`src/rtl/or3_event_monitor.sv`:
```
`default_nettype none
// ============================================================================
// Module      : or3_event_monitor
// Description : Synchronised, debounced 3-input OR with rising-edge detect,
//               sticky per-channel record and saturating event counter
//               cleared by a CLR/ACK handshake. Optional ORG3_MASK_EN adds
//               a per-channel MASK input.
// Revision    : 1.0 - initial release
// ============================================================================
module or3_event_monitor #(
    parameter int CNT_W    = 8,
    parameter int DEBOUNCE = 4
) (
    input  logic             CLK,
    input  logic             RST,
    input  logic             A,
    input  logic             B,
    input  logic             C,
    input  logic             CLR,
`ifdef ORG3_MASK_EN
    input  logic [2:0]       MASK,
`endif
    output logic             Y,
    output logic             RISE,
    output logic [2:0]       STICKY,
    output logic [CNT_W-1:0] COUNT,
    output logic             ACK
);

    localparam int                c_DB_W    = $clog2(DEBOUNCE + 1);
    localparam logic [c_DB_W-1:0] c_DB_LAST = c_DB_W'(DEBOUNCE - 1);
    localparam logic [CNT_W-1:0]  c_CNT_MAX = {CNT_W{1'b1}};

    typedef enum logic [0:0] {
        S_IDLE   = 1'b0,
        S_ACTIVE = 1'b1
    } state_t;

    logic [2:0]       r_sync1;
    logic [2:0]       r_sync2;
    logic [2:0]       w_deb;
    logic [2:0]       w_deb_set;
    logic [2:0]       w_deb_eff;
    logic             w_any;
    logic             w_clr_evt;
    logic             w_rise_nxt;
    state_t           r_state;
    state_t           w_state_nxt;
    logic             r_rise;
    logic             r_clr_q;
    logic             r_ack;
    logic [2:0]       r_sticky;
    logic [CNT_W-1:0] r_count;

    always_ff @(posedge CLK) begin
        if (RST) begin
            r_sync1 <= '0;
            r_sync2 <= '0;
        end else begin
            r_sync1 <= {C, B, A};
            r_sync2 <= r_sync1;
        end
    end

    // A new level is accepted only after DEBOUNCE consecutive disagreeing cycles.
    for (genvar i = 0; i < 3; i++) begin : g_chan
        logic [c_DB_W-1:0] r_cnt;
        logic              r_deb;

        always_ff @(posedge CLK) begin
            if (RST) begin
                r_cnt <= '0;
                r_deb <= 1'b0;
            end else if (r_sync2[i] != r_deb) begin
                if (r_cnt == c_DB_LAST) begin
                    r_deb <= r_sync2[i];
                    r_cnt <= '0;
                end else begin
                    r_cnt <= r_cnt + 1'b1;
                end
            end else begin
                r_cnt <= '0;
            end
        end

        assign w_deb[i]     = r_deb;
        assign w_deb_set[i] = r_sync2[i] & ~r_deb & (r_cnt == c_DB_LAST);
    end

`ifdef ORG3_MASK_EN
    assign w_deb_eff = w_deb & ~MASK;
`else
    assign w_deb_eff = w_deb;
`endif

    assign w_any     = |w_deb_eff;
    assign w_clr_evt = CLR & ~r_clr_q;

    always_ff @(posedge CLK) begin
        if (RST) begin
            r_state <= S_IDLE;
            r_rise  <= 1'b0;
        end else begin
            r_state <= w_state_nxt;
            r_rise  <= w_rise_nxt;
        end
    end

    always_comb begin
        w_state_nxt = r_state;
        w_rise_nxt  = 1'b0;
        case (r_state)
            S_IDLE: begin
                if (w_any) begin
                    w_state_nxt = S_ACTIVE;
                    w_rise_nxt  = 1'b1;
                end
            end
            S_ACTIVE: begin
                if (!w_any) begin
                    w_state_nxt = S_IDLE;
                end
            end
            default: w_state_nxt = S_IDLE;
        endcase
    end

    // A clear coinciding with an event keeps the event: it is applied after the clear.
    always_ff @(posedge CLK) begin
        if (RST) begin
            r_clr_q  <= 1'b0;
            r_ack    <= 1'b0;
            r_sticky <= '0;
            r_count  <= '0;
        end else begin
            r_clr_q  <= CLR;
            r_ack    <= w_clr_evt;
            r_sticky <= (w_clr_evt ? 3'b000 : r_sticky) | w_deb_set;
            if (w_clr_evt) begin
                r_count <= w_rise_nxt ? CNT_W'(1) : '0;
            end else if (w_rise_nxt && (r_count != c_CNT_MAX)) begin
                r_count <= r_count + 1'b1;
            end
        end
    end

    assign Y      = (r_state == S_ACTIVE);
    assign RISE   = r_rise;
    assign STICKY = r_sticky;
    assign COUNT  = r_count;
    assign ACK    = r_ack;

endmodule
`default_nettype wire
```
`config.mk`:
```
export PLATFORM = sky130hd
export DESIGN_NAME = or3_event_monitor
export DESIGN_NICKNAME = d
export VERILOG_FILES = /design/src/rtl/or3_event_monitor.sv
export SDC_FILE = /design/constraint.sdc
export NUM_CORES = 1
export LEC_CHECK = 0
export CORE_ASPECT_RATIO = 1.25
export CORE_MARGIN = 8
export CORE_UTILIZATION = 53
export CTS_BUF_LIST = sky130_fd_sc_hd__clkbuf_4
export DETAILED_ROUTE_END_ITERATION = 8
export GPL_TIMING_DRIVEN = 0
export PLACE_DENSITY = 0.79
export SLEW_MARGIN = 20
export SYNTH_ARGS = -nofsm -noshare
export SYNTH_HDL_FRONTEND = slang
export SYNTH_SLANG_ARGS = --single-unit
```
`constraint.sdc`:
```
create_clock -name CLK -period 3.4 [get_ports CLK]
set_input_delay 0.68 -clock CLK [delete_from_list [all_inputs] [get_ports CLK]]
set_output_delay 0.68 -clock CLK [all_outputs]
set_load 0.005 [all_outputs]
```
# Word-level counts from Yosys, hierarchy flattened
# Cells that the tools add are included.
[op_classes]
multipliers = 0
n_shift = 0
n_div = 0
reduce_logical = 9
addsub = 4
bitwise = 15
n_lt_le_gt_ge = 0
muxes = 6
n_eq_ne = 7
[ops]
columns = ["cell", "count"]
rows = [
  ["2-to-1 mux 8 bit", 2],
  ["OR reduction 3 bit", 4],
  ["adder 3 x 1 -> 3 bit (second input constant)", 3],
  ["equality test 3 x 2 -> 1 bit (second input constant)", 3],
  ["adder 8 x 1 -> 8 bit (second input constant)", 1],
  ["inequality test 8 bit (second input constant)", 1],
  ["AND 1 bit", 7],
  ["NOT 1 bit", 7],
  ["AND reduction 2 bit", 3],
  ["2-to-1 mux 1 bit", 3],
  ["2-to-1 mux 3 bit", 1],
  ["inequality test 1 bit", 3],
  ["bitwise OR 3 bit", 1],
  ["nonzero test 2 bit", 1],
  ["logical AND 1 bit", 1],
]
[word_totals]
n_memories = 0
in_bits = 6
latch_bits = 0
mem_bits_rw = 0
register_bits = 33
romBits = 0

# Depth between registers and ports, before layout
[logic_depth]
ltp_word = 6
ltp_mapped = 6

# Worst setup path after synthesis
# OpenSTA, ideal clock, no wires.
[synth_path]
path_type = "reg-to-reg"
from = "register r_count[0], in the netlist COUNT[0]"
to = "register r_count[7], in the netlist COUNT[7]"
setup_time_ns = 0.070
required_ns = 3.330
path_buffers = 0
slack_ns = 1.818
arrival_time_ns = 1.512
stages_incl_launch_ff = 6
cell_sequence = "dfxtp_1 > ha_1 > and2_1 > a2111o_1 > or3_1 > a21oi_1"
[synth_via]
elab_chain_len = 3
[synth_lines]
columns = ["element", "line_no", "text"]
rows = [
  ["start, declared", "53", "logic [CNT_W-1:0] r_count;"],
  ["start signal, assigned", "140", "r_count <= w_rise_nxt ? CNT_W'(1) : '0;"],
  ["start signal, assigned", "142", "r_count <= r_count + 1'b1;"],
  ["adder 8 x 1 -> 8 bit / inequality test 8 bit (equally long branches)", "142, 141", ""],
  ["2-to-1 mux 8 bit / logical AND 1 bit (equally long branches)", "141", "end else if (w_rise_nxt && (r_count != c_CNT_MAX)) begin"],
  ["2-to-1 mux 8 bit / nonzero test 2 bit (equally long branches)", "--", ""],
]
# Several ways; a longest one is shown, not always the timed one. The select of a mux whose other input is x is not followed.
# A chain may end at the register's enable or synchronous reset.

# Final worst setup path
[layout_path]
from = "register r_state, in the netlist Y"
to = "output Y"
[layout_lines]
columns = ["element", "line_no", "text"]
rows = [
  ["start, declared", "47", "state_t r_state;"],
  ["start signal, assigned", "104", "r_state <= w_state_nxt;"],
  ["end, declared", "23", "output logic Y,"],
]
# No word-level cell between the ends.

==> run metrics <==
outcome=completed; area leader, netlist=dfxtp_1; slowest stage cell, crit path=clkdlybuf4s50_1; global route hottest layer=met2; Switching Share=0.223; flops & latches, synth=33; Synth Area in Adders=0.0949; final slew viol count=0; synth top area cells=dfxtp_1 50%, ha_1 9.5%, nor2b_1 4.3%, nor2_1 3.7%, nor4_1 3.3%; Core Util, Final=0.668; dpl hpwl=1960 um; mux share of post-synthesis cell area=0.00759; grt met3 use=0.0573; most frequent cells in the layout=33 x dfxtp_1, 19 x clkdlybuf4s50_1, 13 x nor2_1, 10 x inv_1, 10 x ha_1; largest family of logic cells by synthesized area=simple AND/OR/NAND/NOR gates; DR vias/cell=5.39; arrival time at the worst endpoint=1.33 ns; Synth top area share=0.501; Post-Syn Instances=136; critical path startpoint category=register; IO Pins=20; Port Buf Inserts=19; Worst path top cell family by delay=buffers and inverters; TritonCTS Buffers=5; worst slack at placement=1.21 ns; Die H=71.8 um; gpl congestion=0.795; core footprint=2400 um^2; worst hold slack=0.436 ns; Pint=491 uW; Worst Tran Pin Value=0.506 ns; Remaining DRCs=0; Setup Fix Bufs, Post-CTS=0; H-tree levels=2; crit-path max cell delay=0.55 ns; Detailed Route WL=2530 um; Cell Area, Synth=1320 um^2; Max Cap Violations=0; final cell count without fillers=196; maximum root-to-sink buffer count=2; setup_tns=0 ns; Syn. warnings=0; Final Skew=0.00919 ns; final period utilization=0.592; Distinct cells, synth=33; maximum fanout along the worst path=7; Placed Instance Area=1550 um^2; Sw Pwr=141 uW; worst path required time=2.72 ns; number of global-route vias before repair=1,052; xor/xnor cell area share of the yosys netlist=0.00664; Critical Path End Type=output pin; global-route wire length before repair=4260 um; Finished Cell Area=1610 um^2; Final min period=2.01 ns; share of cells above drive strength 1=0.0675; total power=632 uW; DR vias=1,057; Hold WC Path Type=reg -> reg; Final ANT Viol Nets=0; CP Buf/Inv Count=1; Worst Path Class, Setup=reg -> out; clock sink count=33; DR iter-0 viols=29; TritonCTS clock tree=yes; # setup viols final=0; sequential power share=0.623; maximum VDD drop=0.303 mV; Fin. Hold Viols=0; Initial Util=0.549; largest net degree at the start of global routing=11; Power Density=394 nW/um^2; compound-gate portion of the synthesized area=0.102; Clock Power Share=0.335; Syn Area/Cell=9.70 um^2; clock latency on the worst-skew pair=0.33 ns; grt met1 use=0.111; Die Wd=60.6 um; DR pass1 iterations=4; Clock transition at path regs=0.10 ns; maximum clock frequency=0.497 GHz; synthesis-to-layout area growth=21.7%; worst setup margin=1.39 ns; total track usage=0.129; CTS Hold Bufs=0; Slew headroom=0.660; met2 usage=0.234; row cnt=20; Post-Syn Nets=152; Overflow after GRT=0; cell breakdown of the critical path=clkdlybuf4s50_1; diode count=0; Root Driver=clkbuf_4; die area=4350 um^2; Resize count post-CTS=0; sequential share of the synthesized area=0.501; most common cell after layout, fill and taps aside=dfxtp_1; unrepaired setup endpoints after global routing=no; Pleak=0.598 nW; simple-gate share of the synthesized area=0.245; initial antenna violation count=0; number of instances in the placed design=188; WL per Instance=12.9 um; nets@finish=178; Logic pwr share=0.042
cell usage after synthesis, drive strengths merged:
| cell type | count |
|---|---|
| a2111o | 1 |
| a211oi | 1 |
| a21oi | 4 |
| a22oi | 3 |
| a31oi | 5 |
| and2 | 1 |
| and2b | 1 |
| and3 | 1 |
| clkbuf | 5 |
| dfxtp | 33 |
| ha | 10 |
| inv | 10 |
| mux2i | 1 |
| nand2 | 5 |
| nand2b | 2 |
| nand3 | 5 |
| nand3b | 1 |
| nor2 | 13 |
| nor2b | 9 |
| nor3 | 3 |
| nor4 | 7 |
| nor4b | 5 |
| o211ai | 1 |
| o21ai | 2 |
| o311ai | 1 |
| o31ai | 1 |
| o41ai | 1 |
| or2 | 1 |
| or3 | 1 |
| or4 | 1 |
| xor2 | 1 |
layout make-up:
class	count	area (um^2)
Clock inverter	2	10.0
Clock buffer	6	45.0
Multi-Input combinational cell	88	602
Fill cell	215	797
Tap cell	33	41.3
Sequential cell	33	661
Inverter	10	37.5
Timing Repair Buffer	19	190
Buffer	5	18.8
layer usage:
layer | part of all wire | up-vias
li1 | - | 535
met1 | 0.39 | 490
met4 | 0.021 | 0
met2 | 0.52 | 26
met5 | 0 | -
met3 | 0.068 | 6
registers in the layout, indices dropped and copies added (netlist names):
signal        cells
g_chan.r_cnt      9
COUNT             8
STICKY            3
g_chan.r_deb      3
r_sync1           3
r_sync2           3
ACK               1
RISE              1
Y                 1
r_clr_q           1
power groups by stage:
stage	registers, mW	clock network, mW	logic (mW)
2_1_floorplan	0.402	0	0.0152
3_3_place_gp	0.403	0	0.0260
3_5_place_dp	0.403	0	0.0269
4_1_cts	0.394	0.219	0.0270
5_1_grt	0.395	0.234	0.0301
6_report	0.394	0.212	0.0267
cells by family after synthesis:
logic type               after synthesis
AND/OR/NAND/NOR                       56
flip-flops                            33
AO/OA/AOI/OAI                         20
buffers and inverters                 15
adder cells (fa/ha/maj)               10
XOR/XNOR                               1
multiplexers                           1
final timing paths:
path                                    startpoint            endpoint  slack (ns)  cells past startpoint
worst max-delay path                             Y                   Y        1.39                      1
worst min-delay path            g_chan[2].r_cnt[0]  g_chan[2].r_cnt[0]        0.44                      1
worst max register to register            COUNT[0]            COUNT[7]        1.63                      5
worst min register to register  g_chan[2].r_cnt[0]  g_chan[2].r_cnt[0]        0.44                      1
Note: power is estimated with default switching activity, not from simulation.
